$ cat src/rtl/fsm_seq_sched.sv
// fsm_seq_sched: shares one bit-serial sequence-detector engine among N requesters.
//
// A round-robin arbiter picks one requester. The block resets the engine, shifts the
// granted word in one bit per clock and counts the engine's x==1 and x==2 pulses.
// It then returns the counts, the final y level and the requester id on a
// valid/ready response port.
//
// Ports:
//   clk, rst        clock, synchronous active-high reset
//   req_valid_i     per-requester word available
//   req_ready_o     one-hot grant (combinational, IDLE only)
//   req_data_i      N packed W-bit words, requester k at [k*W +: W]
//   rsp_valid_o     result available (DONE)
//   rsp_ready_i     result consumed
//   rsp_id_o        requester that produced the result
//   rsp_cnt_a_o     saturating count of eng_x==1 pulses
//   rsp_cnt_b_o     saturating count of eng_x==2 pulses
//   rsp_y_o         engine y sampled in DRAIN
//   eng_rst_o       engine synchronous reset
//   eng_i_o         engine serial input
//   eng_x_i         engine event output (registered in engine)
//   eng_y_i         engine level output (registered in engine)
//
// Build option: FSM_SEQ_SCHED_MSB_FIRST_EN shifts each word MSB first instead of LSB first.
module fsm_seq_sched #(
  parameter int unsigned N   = 4,
  parameter int unsigned W   = 8,
  parameter int unsigned CW  = 4,
  parameter int unsigned IDW = 2
) (
  input  logic           clk,
  input  logic           rst,
  input  logic [N-1:0]   req_valid_i,
  output logic [N-1:0]   req_ready_o,
  input  logic [N*W-1:0] req_data_i,
  output logic           rsp_valid_o,
  input  logic           rsp_ready_i,
  output logic [IDW-1:0] rsp_id_o,
  output logic [CW-1:0]  rsp_cnt_a_o,
  output logic [CW-1:0]  rsp_cnt_b_o,
  output logic           rsp_y_o,
  output logic           eng_rst_o,
  output logic           eng_i_o,
  input  logic [7:0]     eng_x_i,
  input  logic           eng_y_i
);

  localparam int unsigned BW = (W > 1) ? $clog2(W) : 1;

  typedef enum logic [2:0] {StIdle, StClr, StShift, StDrain, StDone} state_e;

  state_e         state_q, state_d;
  logic [IDW-1:0] rr_q, rr_d;
  logic [IDW-1:0] id_q, id_d;
  logic [W-1:0]   word_q, word_d;
  logic [BW-1:0]  bit_q, bit_d;
  logic [CW-1:0]  cnt_a_q, cnt_a_d;
  logic [CW-1:0]  cnt_b_q, cnt_b_d;
  logic           y_q, y_d;

  logic [2*N-1:0] req_dbl;
  logic [N-1:0]   req_rot;
  logic           gnt_found;
  int unsigned    gnt_k;
  logic [W-1:0]   word_sel;
  logic           sample;

  // Round-robin search: rotate the request vector so the pointer lands on bit 0, take the
  // lowest set bit, then map the offset back to a requester index.
  always_comb begin
    req_dbl   = {req_valid_i, req_valid_i} >> rr_q;
    req_rot   = req_dbl[N-1:0];
    gnt_found = 1'b0;
    gnt_k     = 0;
    for (int unsigned i = 0; i < N; i++) begin
      if (!gnt_found && req_rot[i]) begin
        gnt_found = 1'b1;
        gnt_k     = 32'(rr_q) + i;
        if (gnt_k >= N) gnt_k = gnt_k - N;
      end
    end
    word_sel = '0;
    for (int unsigned k = 0; k < N; k++) begin
      if (k == gnt_k) word_sel = req_data_i[k*W +: W];
    end
  end

  // eng_x lags eng_i by one cycle: skip the first SHIFT cycle, pick up the last bit in DRAIN.
  assign sample = ((state_q == StShift) && (bit_q != '0)) || (state_q == StDrain);

  always_comb begin
    state_d = state_q;
    rr_d    = rr_q;
    id_d    = id_q;
    word_d  = word_q;
    bit_d   = bit_q;
    cnt_a_d = cnt_a_q;
    cnt_b_d = cnt_b_q;
    y_d     = y_q;

    case (state_q)
      StIdle: begin
        if (gnt_found) begin
          state_d = StClr;
          word_d  = word_sel;
          id_d    = IDW'(gnt_k);
          rr_d    = IDW'((gnt_k + 1) % N);
          cnt_a_d = '0;
          cnt_b_d = '0;
        end
      end
      StClr: begin
        bit_d   = '0;
        state_d = StShift;
      end
      StShift: begin
        if (bit_q == BW'(W - 1)) state_d = StDrain;
        else                     bit_d   = bit_q + 1'b1;
      end
      StDrain: begin
        y_d     = eng_y_i;
        state_d = StDone;
      end
      StDone: begin
        if (rsp_ready_i) state_d = StIdle;
      end
      default: state_d = StIdle;
    endcase

    if (sample) begin
      if (eng_x_i == 8'd1 && cnt_a_q != '1) cnt_a_d = cnt_a_q + 1'b1;
      if (eng_x_i == 8'd2 && cnt_b_q != '1) cnt_b_d = cnt_b_q + 1'b1;
    end
  end

  always_comb begin
    eng_i_o = 1'b0;
    if (state_q == StShift) begin
`ifdef FSM_SEQ_SCHED_MSB_FIRST_EN
      eng_i_o = word_q[BW'(W - 1) - bit_q];
`else
      eng_i_o = word_q[bit_q];
`endif
    end
  end

  assign req_ready_o = (state_q == StIdle && gnt_found) ? (N'(1) << gnt_k) : '0;
  assign eng_rst_o   = rst | (state_q == StClr);
  assign rsp_valid_o = (state_q == StDone);
  assign rsp_id_o    = id_q;
  assign rsp_cnt_a_o = cnt_a_q;
  assign rsp_cnt_b_o = cnt_b_q;
  assign rsp_y_o     = y_q;

  always_ff @(posedge clk) begin
    if (rst) begin
      state_q <= StIdle;
      rr_q    <= '0;
      id_q    <= '0;
      word_q  <= '0;
      bit_q   <= '0;
      cnt_a_q <= '0;
      cnt_b_q <= '0;
      y_q     <= 1'b0;
    end else begin
      state_q <= state_d;
      rr_q    <= rr_d;
      id_q    <= id_d;
      word_q  <= word_d;
      bit_q   <= bit_d;
      cnt_a_q <= cnt_a_d;
      cnt_b_q <= cnt_b_d;
      y_q     <= y_d;
    end
  end

endmodule

$ cat config.mk
export PLATFORM = sky130hd
export DESIGN_NAME = fsm_seq_sched
export DESIGN_NICKNAME = d
export VERILOG_FILES = /design/src/rtl/fsm_seq_sched.sv
export SDC_FILE = /design/constraint.sdc
export NUM_CORES = 1
export LEC_CHECK = 0
export ABC_CLOCK_PERIOD_IN_PS = 5500
export CAP_MARGIN = 5
export CORE_UTILIZATION = 58
export CTS_CLUSTER_DIAMETER = 100
export DETAILED_ROUTE_END_ITERATION = 7
export DONT_BUFFER_PORTS = 1
export PLACE_DENSITY = 0.78
export RECOVER_POWER = 100
export REMOVE_ABC_BUFFERS = 1
export SLEW_MARGIN = 10
export SYNTH_ARGS = -nofsm -noshare
export SYNTH_HDL_FRONTEND = slang
export SYNTH_SLANG_ARGS = --single-unit
$ cat constraint.sdc
create_clock -name clk -period 5.5 [get_ports clk]
set_clock_uncertainty 0.1 [all_clocks]
set_input_delay 1.1 -clock clk [delete_from_list [all_inputs] [get_ports clk]]
set_output_delay 1.1 -clock clk [all_outputs]
set_load 0.02 [all_outputs]
# Word level (Yosys, flattened, before mapping)

Cells that the tools add are included.
W data, S select, Z words.

Add/subtract/negate cells: 11
Multiply operators: 0
Divide/modulo/power cells: 0
$lt $le $gt $ge: 5
Equality and inequality tests: 16
Shifts and indexed selects: 2
Multiplexer cells: 34
Bitwise logic cells: 1
Reductions and logical operators: 18

Operators by type and width:

| operator               | count |
|---|---|
| $mux W32               | 8 |
| $eq A2 B32 Y1 const A  | 2 |
| $mux W4                | 9 |
| $eq A1 B32 Y1 const A  | 1 |
| $logic_not A32 Y1      | 1 |
| $mux W8                | 4 |
| $shl A1 B32 Y4 const A | 1 |
| $pmux W3 S5            | 1 |
| $mux W3                | 4 |
| $sub A3 B3 Y4 const B  | 3 |
| $ge A3 B3 Y1 const B   | 3 |
| $add A4 B1 Y4 const B  | 2 |
| $eq A8 B1 Y1 const B   | 1 |
| $eq A8 B2 Y1 const B   | 1 |
| $ne A4 B4 Y1 const B   | 2 |
| $shr A8 B2 Y4          | 1 |
| $logic_and A1 B1 Y1    | 7 |
| $add A2 B2 Y3 const B  | 2 |
| $eq A3 B2 Y1 const B   | 2 |
| $eq A3 B3 Y1 const B   | 2 |
| $mux W1                | 6 |
| $pmux W3 S2            | 1 |
| $lt A3 B4 Y1 const B   | 1 |
| $ne A2 B1 Y1 const B   | 2 |
| other kinds (16)       | 20 |

Register bits: 27
Latch bits: 0
RAM bits: 0
Memory bits (read-only): 0
Input port bits: 48
Output and inout bits: 18
Word-level logic and storage cells: 95
Memories kept: 0

# Logic depth before layout (Yosys ltp)

Gate-level depths: netlist (run 1).

Depth after elaboration: 16
Mapped depth: 15

# Least setup slack after synthesis (run 1)

OpenSTA, ideal clock, no wires.

Path type: input-to-output
From: input port req_valid_i[1]
To: output port req_ready_o[0]
Arrival time: 2593 ps
Required time: 4300 ps
Setup slack: 1707 ps
Cell stages on the path: 6
Path through: buf_2 nor2b_4 mux2_4 a22o_1 o21a_1 nor4_2

Longest elaborated chain between the ends: 13

RTL lines:

| element                                               | RTL line | source |
|---|---|---|
| start, declared                                       | 33       | `input logic [N-1:0] req_valid_i,` |
| $shr A8 B2 Y4 (*)                                     | 71       | `req_dbl = {req_valid_i, req_valid_i} >> rr_q;` |
| $mux W1                                               | 76       | `if (!gnt_found && req_rot[i]) begin` |
| $logic_not A1 Y1                                      | 76       |  |
| $logic_and A1 B1 Y1                                   | 76       |  |
| $mux W1                                               | 76       |  |
| $logic_not A1 Y1                                      | 76       |  |
| $logic_and A1 B1 Y1                                   | 76       |  |
| $mux W1                                               | 76       |  |
| $logic_not A1 Y1                                      | 76       |  |
| $logic_and A1 B1 Y1                                   | 76       |  |
| $mux W32 or $mux W1 (tied branches)                   | 76       |  |
| $shl A1 B32 Y4 or $logic_and A1 B1 Y1 (tied branches) | 147      | `assign req_ready_o = (state_q == StIdle && gnt_found) ? (N'(1) << gnt_k) : '0;` |
| $mux W4 (*)                                           | 147      |  |
| end, declared                                         | 34       | `output logic [N-1:0] req_ready_o,` |

Mark *: on every way between the ends. The rest lies on a longest branch, timed or not.

# Worst setup path in the final report (run 1)

From: input port req_valid_i[2]
To: output port req_ready_o[1]

Same word-level chain as after synthesis.

==> results of run 1 <==
==> synth_stat cells, types with 2 or more instances <==
cell,count
nor4_4,3
buf_4,4
a21oi_1,19
o21ai_1,3
nand2_1,10
a211oi_1,2
mux2_2,2
a221oi_1,8
ha_1,14
mux2i_1,4
mux4_2,2
clkbuf_1,10
nand2b_1,4
a21o_1,3
nand3_1,8
nor4_2,3
nand3b_1,10
nor3_1,14
xnor2_1,2
o41ai_2,8
inv_1,9
nor2_1,15
buf_6,2
a22o_1,3
a22oi_1,4
nor3b_1,2
buf_2,4
or4_1,3
dfxtp_1,27
nor2b_1,17
o21ai_0,3
o21bai_1,3
o211ai_1,4
==> layout make-up <==
type                    instances  area share
clock inverters                 1     0.00224
clock buffers                   3      0.0185
multi-input cells             201       0.695
well taps                      48      0.0269
flip-flops and latches         27       0.242
inverters                       9      0.0151
==> flip-flops by register name, summed over array words and instances (netlist names) <==
register,cells
word_q,8
rsp_cnt_a_o,4
rsp_cnt_b_o,4
bit_q,3
state_q,3
rr_q,2
rsp_id_o,2
rsp_y_o,1
==> path summary, 6_finish.rpt <==
check	from	end	slack, ns
worst max-delay path	req_valid_i[2]	req_ready_o[1]	1.19
worst min-delay path	word_q[5]$_SDFFE_PP0P_	word_q[5]$_SDFFE_PP0P_	0.41
worst max register to register	rr_q[1]$_SDFFE_PP0P_	word_q[7]$_SDFFE_PP0P_	1.93
worst min register to register	word_q[5]$_SDFFE_PP0P_	word_q[5]$_SDFFE_PP0P_	0.41
==> critical path, cell delays in order <==
cell and delay (ns):
nor4_1 0.07, or4_1 0.73, nor4_1 0.37, o21ai_1 0.16
nor4_1 0.68
==> per-layer routing <==
metal | wire length (µm) | global-route usage | part of all wire | up-vias
met4 | 61 | 0.0516 | 0.013 | 0
li1 | - | - | - | 935
met2 | 2210 | 0.395 | 0.49 | 50
met1 | 2040 | 0.286 | 0.45 | 863
met5 | 0 | 0 | 0 | -
met3 | 229 | 0.0521 | 0.050 | 8
==> logic make-up after synthesis <==
kind of cell | count (synthesis) | share of synthesized area
AND/OR/NAND/NOR | 101 | 0.291
flip-flops | 27 | 0.234
buffers and inverters | 29 | 0.0622
adder cells (fa/ha/maj) | 14 | 0.0757
XOR/XNOR | 2 | 0.00757
AO/OA/AOI/OAI | 75 | 0.277
multiplexers | 9 | 0.0530
==> metrics by stage <==
stage | hold WS, ns | util | cell area [µm²] | cells
floorplan | 0.361 | - | 2200 | 237
global placement | 0.379 | 0.605 | 2260 | 285
detailed placement | 0.387 | 0.605 | 2260 | 285
CTS | 0.417 | 0.617 | 2310 | 289
global route | 0.447 | 0.596 | 2230 | 289
finish | 0.410 | 0.596 | 2230 | 289
==> where the power goes <==
part	total [µW]	internal, µW	switching, µW	leakage, µW
Combinational	512	221	291	0.000538
Clock	113	50.8	62.0	0.0000255
Sequential	315	242	73.2	0.000220
Total	940	514	427	0.000784
==> results.json, run 1 <==
{
  "status": "finished with violations",
  "violations": "capacitance limit, slew limit",
  "num_vias": 1856,
  "wl_um": 4540,
  "numCtsBuffers": 3,
  "port_buffers": 0,
  "synth-seq-area-share": 0.234,
  "ys_ff_latch": 27,
  "hp-class": "reg2reg",
  "power.density_mw_per_mm2": 421,
  "io_pins": 66,
  "start_kind": "primary input",
  "place_ws_ns": 1.56,
  "antenna_found_initial": 0,
  "fin_ws_ns": 1.19,
  "initialDrtViolationCount": 129,
  "area_delta_synth_final_pct": -3.57,
  "coreArea_mm2": 0.00374,
  "register_area_um2": 541,
  "drc_errors": 0,
  "die_x_um": 65.2,
  "irDropWorstVdd_mv": 0.255,
  "syn_inst": 257,
  "synth_warnings": 0,
  "fin_crit_ns": 4.31,
  "power_uw": 940,
  "critPathArrivalTime_ns": 3.11,
  "start_util": 0.618,
  "setup_viol": 0,
  "finalNetCount": 304,
  "rr_worst_depth": 12,
  "yosysTopAreaCell": "dfxtp_1",
  "die_area_mm2": 0.00425,
  "n_fill_cell": 343,
  "fp.dieH_um": 65.2,
  "yosys-top-cells-area": "dfxtp_1, ha_1, o41ai_2, nor2b_1, a21oi_1",
  "fin_crit_sh": 0.783,
  "antennaDiodeCount": 0,
  "postCtsSetupRepairBufs": 0,
  "mostFrequentLayoutCell": "dfxtp_1",
  "synth_edf_count": 0,
  "max-slew-margin-rel": -0.0565,
  "drv_cap": 1,
  "ctsHoldBuffers": 0,
  "hold_depth": 2,
  "synth_top_area_share": 0.234,
  "h-tree-depth": 1,
  "viasPerCell": 6.42,
  "critPathRequiredTime_ns": 4.30,
  "first_global_vias": 1750,
  "globalplace.congestion": 0.811,
  "cts_max_path_buffers": 2,
  "path_clk_slew_ns": 0.08,
  "rsz0062_at_grt": "false",
  "grt_usage": 0.228,
  "post_cts_resized": 0,
  "fp-row-count": 22,
  "cts_root_buffer": "clkbuf_8",
  "drtAntennaViolNets": 0,
  "grt-ovfl-total": 0,
  "criticalPathCategory": "in2out",
  "clock_latency_ns": 0.28,
  "p_leak_uw": 0.000784,
  "dr.pass1.iters": 4,
  "synth_cell_types": 61,
  "synthesis.area_mm2": 0.00231,
  "grt_max_degree": 30,
  "async_flop_share": 0,
  "grt_pass1_wl_um": 7750,
  "hold_violations": 0,
  "cp_max_fo": 18,
  "wl_per_cell_um": 15.7,
  "layout_common_cells": "dfxtp_1, a21oi_1, nor2b_1",
  "layout-drive-gt1-share": 0.112,
  "fmax_ghz": 0.232,
  "multi_input_area_mm2": 0.00155,
  "synth_area_per_cell_um2": 9.00,
  "cp-end-kind": "primary output",
  "cts_tree": "done",
  "cts.sink_count": 27,
  "tns_ns": 0,
  "drv_slew": 11,
  "dp_hpwl_um": 3370,
  "tightest_slew_ns": 1.56,
  "synth_flop_cell": "dfxtp_1"
}
Power figures use the tool's default switching activity.
==> inputs of run 2 (changes only) <==
- ABC_CLOCK_PERIOD_IN_PS: 5500 -> 4430
- clock period: 5.5 -> 4.43 ns (I/O delays scaled with it)
==> run 2 against run 1 <==
Net effect: highest routed layer unchanged; die area did not move; register-to-register slack got worse by 1.1 ns; largest power group unchanged; sequential share of layout area is 0.24 points lower; final cell count rose by 0.35%; final area up 1.0%; the run still ends with capacitance limit, slew limit left; utilization increased by 0.60 points.
==> results.json, run 2 (synthesized netlist as in run 1, its figures left out) <==
{
  "finalNetCount": 305,
  "fin_crit_ns": 3.92,
  "grt_max_degree": 30,
  "die_area_mm2": 0.00425,
  "antenna_found_initial": 0,
  "die_x_um": 65.2,
  "ctsHoldBuffers": 0,
  "rsz0062_at_grt": "false",
  "status": "finished with violations",
  "layout_common_cells": "dfxtp_1, a21oi_1, nor2b_1",
  "grt_use_met3": 0.0521,
  "place_inst": 286,
  "power.density_mw_per_mm2": 525,
  "path_clk_slew_ns": 0.09,
  "numCtsBuffers": 3,
  "h-tree-depth": 1,
  "register_area_um2": 541,
  "seq_power_share": 0.328,
  "area_delta_synth_final_pct": -2.60,
  "power_uw": 1180,
  "p_leak_uw": 0.000800,
  "fp.dieH_um": 65.2,
  "p_sw_uw": 540,
  "dr.pass1.iters": 4,
  "violations": "capacitance limit, slew limit",
  "criticalPathCategory": "reg2out",
  "postCtsSetupRepairBufs": 0,
  "largest_reg_flops": 8,
  "first_global_vias": 1680,
  "instances_no_fill": 290,
  "post_cts_resized": 0,
  "tns_ns": 0,
  "critPathRequiredTime_ns": 3.44,
  "drtAntennaViolNets": 0,
  "setup_viol": 0,
  "drv_cap": 1,
  "hold_violations": 0,
  "mostFrequentLayoutCell": "dfxtp_1",
  "multi_input_area_mm2": 0.00157,
  "layout-drive-gt1-share": 0.124,
  "antennaDiodeCount": 0,
  "globalplace.congestion": 0.796,
  "n_fill_cell": 343,
  "dp_hpwl_um": 3480,
  "path_cells": "inv_1, ha_1, nor2b_1, a22o_1, o21a_1, nor4_1",
  "wl_per_cell_um": 15.7,
  "num_vias": 1828,
  "start_util": 0.618,
  "slowest_stage": "nor4_1",
  "clock_latency_ns": 0.27,
  "top_register": "word_q",
  "grt-ovfl-total": 0,
  "port_buffers": 0,
  "fin_crit_sh": 0.886,
  "grt-busiest-layer": "met2",
  "cts_tree": "done",
  "tightest_slew_ns": 1.51,
  "fp-row-count": 22,
  "grt_usage": 0.219,
  "initialDrtViolationCount": 104,
  "cts.sink_count": 27,
  "cp_max_fo": 17,
  "hold_depth": 2,
  "drc_errors": 0,
  "use_met2": 0.388,
  "clkPwrFrac": 0.115,
  "irDropWorstVdd_mv": 0.323,
  "max-slew-margin-rel": -0.0173,
  "wl_um": 4550,
  "power.internal_uw": 643,
  "p_sw_frac": 0.456,
  "p_comb_frac": 0.557,
  "start_kind": "flop",
  "cp-end-kind": "primary output",
  "drv_slew": 11,
  "critPathArrivalTime_ns": 2.94,
  "rr_worst_depth": 12,
  "hp-class": "reg2reg",
  "cts_root_buffer": "clkbuf_8",
  "coreArea_mm2": 0.00374,
  "fmax_ghz": 0.255,
  "io_pins": 66,
  "viasPerCell": 6.30,
  "grt_pass1_wl_um": 7380,
  "slowest_delay_ns": 0.78,
  "cts_max_path_buffers": 2,
  "grtUsageMet1": 0.266
}
==> run 2: cell types whose count changed in the layout (fill, tap and decap cells not counted), sizes merged <==
cell | before | now
buf | 0 | 1
==> run 2: final cells by class <==
| type | instances | area share |
|---|---|---|
| Sequential cell | 27 | 0.240 |
| Clock inverter | 1 | 0.00222 |
| Clock buffer | 3 | 0.0183 |
| Tap cell | 48 | 0.0267 |
| Inverter | 9 | 0.0150 |
| Timing Repair Buffer | 1 | 0.00333 |
| Multi-Input combinational cell | 201 | 0.695 |
==> run 2: metrics by stage <==
step	hold slack [ns]	util	area, µm²	worst slack (ns)
finish	0.407	0.602	2250	0.505
global route	0.430	0.602	2250	0.325
CTS	0.413	0.619	2320	0.731
detailed placement	0.385	0.607	2270	0.890
global placement	0.378	0.607	2270	0.941
floorplan	0.361	-	2200	1.11
==> run 2: worst max-delay path: cells and delay by family (launching register included) <==
kind	cells	cell delay, ns
AOI/OAI and AO/OA	2	0.45
adders and majority gates	1	0.36
and+or+nand+nor	2	0.92
DFF	1	0.74
buffers and inverters	1	0.20
==> run 2: path summary, 6_finish.rpt <==
check	startpoint	slack, ns	end
min reg2reg	word_q[4]$_SDFFE_PP0P_	0.41	word_q[4]$_SDFFE_PP0P_
max reg2reg	rr_q[1]$_SDFFE_PP0P_	0.86	word_q[2]$_SDFFE_PP0P_
min	word_q[4]$_SDFFE_PP0P_	0.41	word_q[4]$_SDFFE_PP0P_
max	rr_q[1]$_SDFFE_PP0P_	0.51	req_ready_o[1]
==> run 2: routing by layer <==
| layer | up-vias | share of wire |
|---|---|---|
| li1 | 937 | - |
| met1 | 857 | 0.45 |
| met2 | 32 | 0.50 |
| met3 | 2 | 0.043 |
| met4 | 0 | 0.0057 |
| met5 | - | 0 |
==> run 2: power by group through the flow <==
stage	clock network (µW)	registers (µW)	logic (µW)
2_1_floorplan	0	373	575
3_3_place_gp	0	393	663
3_5_place_dp	0	395	679
4_1_cts	142	389	680
5_1_grt	153	399	734
6_report	136	388	659
==> inputs of run 3 (changes only) <==
- ABC_CLOCK_PERIOD_IN_PS: 4430 -> 4600
- GPL_ROUTABILITY_DRIVEN: unset -> 0
- clock period: 4.43 -> 4.6 ns (I/O delays scaled with it)
==> run 3 against run 2 <==
Net effect: the flow still finishes with violations (capacitance limit, slew limit); clock power about the same; critical path depth did not move; wire length decreased by 0.46%; largest cell class unchanged.
==> results.json, run 3 (synthesized netlist as in run 1, its figures left out) <==
{
  "hp-class": "reg2reg",
  "start_kind": "flop",
  "setup_viol": 0,
  "post_cts_resized": 0,
  "max-slew-margin-rel": -0.0612,
  "fin_crit_sh": 0.860,
  "cts_tree": "done",
  "viasPerCell": 6.47,
  "wl_um": 4530,
  "criticalPathCategory": "reg2out",
  "dr.pass1.iters": 4,
  "grt_max_degree": 30,
  "top_register": "word_q",
  "reg2reg_from": "rr_q[1]$_SDFFE_PP0P_",
  "tightest_slew_ns": 1.57,
  "power_uw": 1150,
  "hold_violations": 0,
  "drc_errors": 0,
  "status": "finished with violations",
  "n_fill_cell": 345,
  "port_buffers": 0,
  "cts_root_buffer": "clkbuf_8",
  "first_global_vias": 1764,
  "path_clk_slew_ns": 0.09,
  "die_area_mm2": 0.00425,
  "mostFrequentLayoutCell": "dfxtp_1",
  "crit_path_end": "req_ready_o[0]",
  "ctsHoldBuffers": 0,
  "clock_latency_ns": 0.27,
  "cp_max_fo": 17,
  "grt_pass1_wl_um": 7710,
  "irDropWorstVdd_mv": 0.302,
  "io_pins": 66,
  "fin_crit_ns": 3.96,
  "crit_path_start": "rr_q[1]$_SDFFE_PP0P_",
  "initialDrtViolationCount": 92,
  "area_delta_synth_final_pct": -2.00,
  "critPathArrivalTime_ns": 2.94,
  "p_leak_uw": 0.000802,
  "tns_ns": 0,
  "rsz0062_at_grt": "false",
  "fmax_ghz": 0.253,
  "drtAntennaViolNets": 0,
  "rr_worst_depth": 12,
  "cts.sink_count": 27,
  "power.density_mw_per_mm2": 505,
  "num_vias": 1871,
  "rrSetupSlack_ns": 1.02,
  "fin_ws_ns": 0.643,
  "fp.dieH_um": 65.2,
  "coreArea_mm2": 0.00374,
  "layout-drive-gt1-share": 0.124,
  "cp-end-kind": "primary output",
  "wl_per_cell_um": 15.7,
  "postCtsSetupRepairBufs": 0,
  "layout_common_cells": "dfxtp_1, a21oi_1, nor2b_1",
  "grt-ovfl-total": 0,
  "h-tree-depth": 1,
  "antenna_found_initial": 0,
  "start_util": 0.618,
  "dp_hpwl_um": 3430,
  "cts_max_path_buffers": 2,
  "register_area_um2": 541,
  "grt_usage": 0.224,
  "r2r_end": "word_q[7]$_SDFFE_PP0P_",
  "die_x_um": 65.2,
  "critPathRequiredTime_ns": 3.58,
  "violations": "capacitance limit, slew limit",
  "largest_reg_flops": 8,
  "finalNetCount": 304,
  "drv_cap": 1,
  "drv_slew": 11,
  "multi_input_area_mm2": 0.00159,
  "numCtsBuffers": 3,
  "antennaDiodeCount": 0,
  "fp-row-count": 22,
  "place_ws_ns": 1.03
}
-- run 3: cell count changes in the layout (fill, tap and decap cells not counted), sizes merged --
cell and delta:
clkbuf +1, clkinv -1, buf -1
-- run 3: final cells by class --
| type | instances | area share |
|---|---|---|
| inverters | 9 | 0.0149 |
| clock buffers | 4 | 0.0199 |
| flip-flops and latches | 27 | 0.238 |
| multi-input cells | 201 | 0.700 |
| well taps | 48 | 0.0265 |
-- run 3: critical path, cell delays in order (launching register included) --
cell and delay (ns):
dfxtp_1 0.73, inv_1 0.20, ha_1 0.36, nor2b_1 0.14
a22o_1 0.25, o21a_1 0.20, nor4_1 0.78
-- run 3: power by group --
part           switching [µW]  total, µW  internal, µW
sequential               85.0        374           289
combinational             364        637           273
clock                    72.4        135          62.1
total                     521       1150           624
-- run 3: layer usage --
layer  up-vias  global-route usage  share of wire
li1        938                   -              -
met2        37               0.406           0.50
met5         -                   0              0
met3         2              0.0399          0.041
met4         0              0.0245         0.0035
met1       894               0.283           0.46
-- run 3: worst min-delay path by stage --
stage          slack, ns                    from                      to  depth (start not counted)
4_1_cts             0.41  word_q[0]$_SDFFE_PP0P_  word_q[0]$_SDFFE_PP0P_                          2
2_1_floorplan       0.36  word_q[2]$_SDFFE_PP0P_  word_q[2]$_SDFFE_PP0P_                          2
6_report            0.42  word_q[5]$_SDFFE_PP0P_  word_q[5]$_SDFFE_PP0P_                          2
5_1_grt             0.43  word_q[2]$_SDFFE_PP0P_  word_q[2]$_SDFFE_PP0P_                          2
3_5_place_dp        0.39  word_q[0]$_SDFFE_PP0P_  word_q[0]$_SDFFE_PP0P_                          2
3_3_place_gp        0.38  word_q[4]$_SDFFE_PP0P_  word_q[4]$_SDFFE_PP0P_                          2
-- run 3: stage by stage --
step	util	cell area [µm²]	hold WS, ns	std cells
4_1_cts	0.617	2310	0.414	289
5_1_grt	0.606	2270	0.430	289
6_report	0.606	2270	0.416	289
3_3_place_gp	0.605	2260	0.377	285
3_5_place_dp	0.605	2260	0.394	285
2_1_floorplan	-	2200	0.361	237
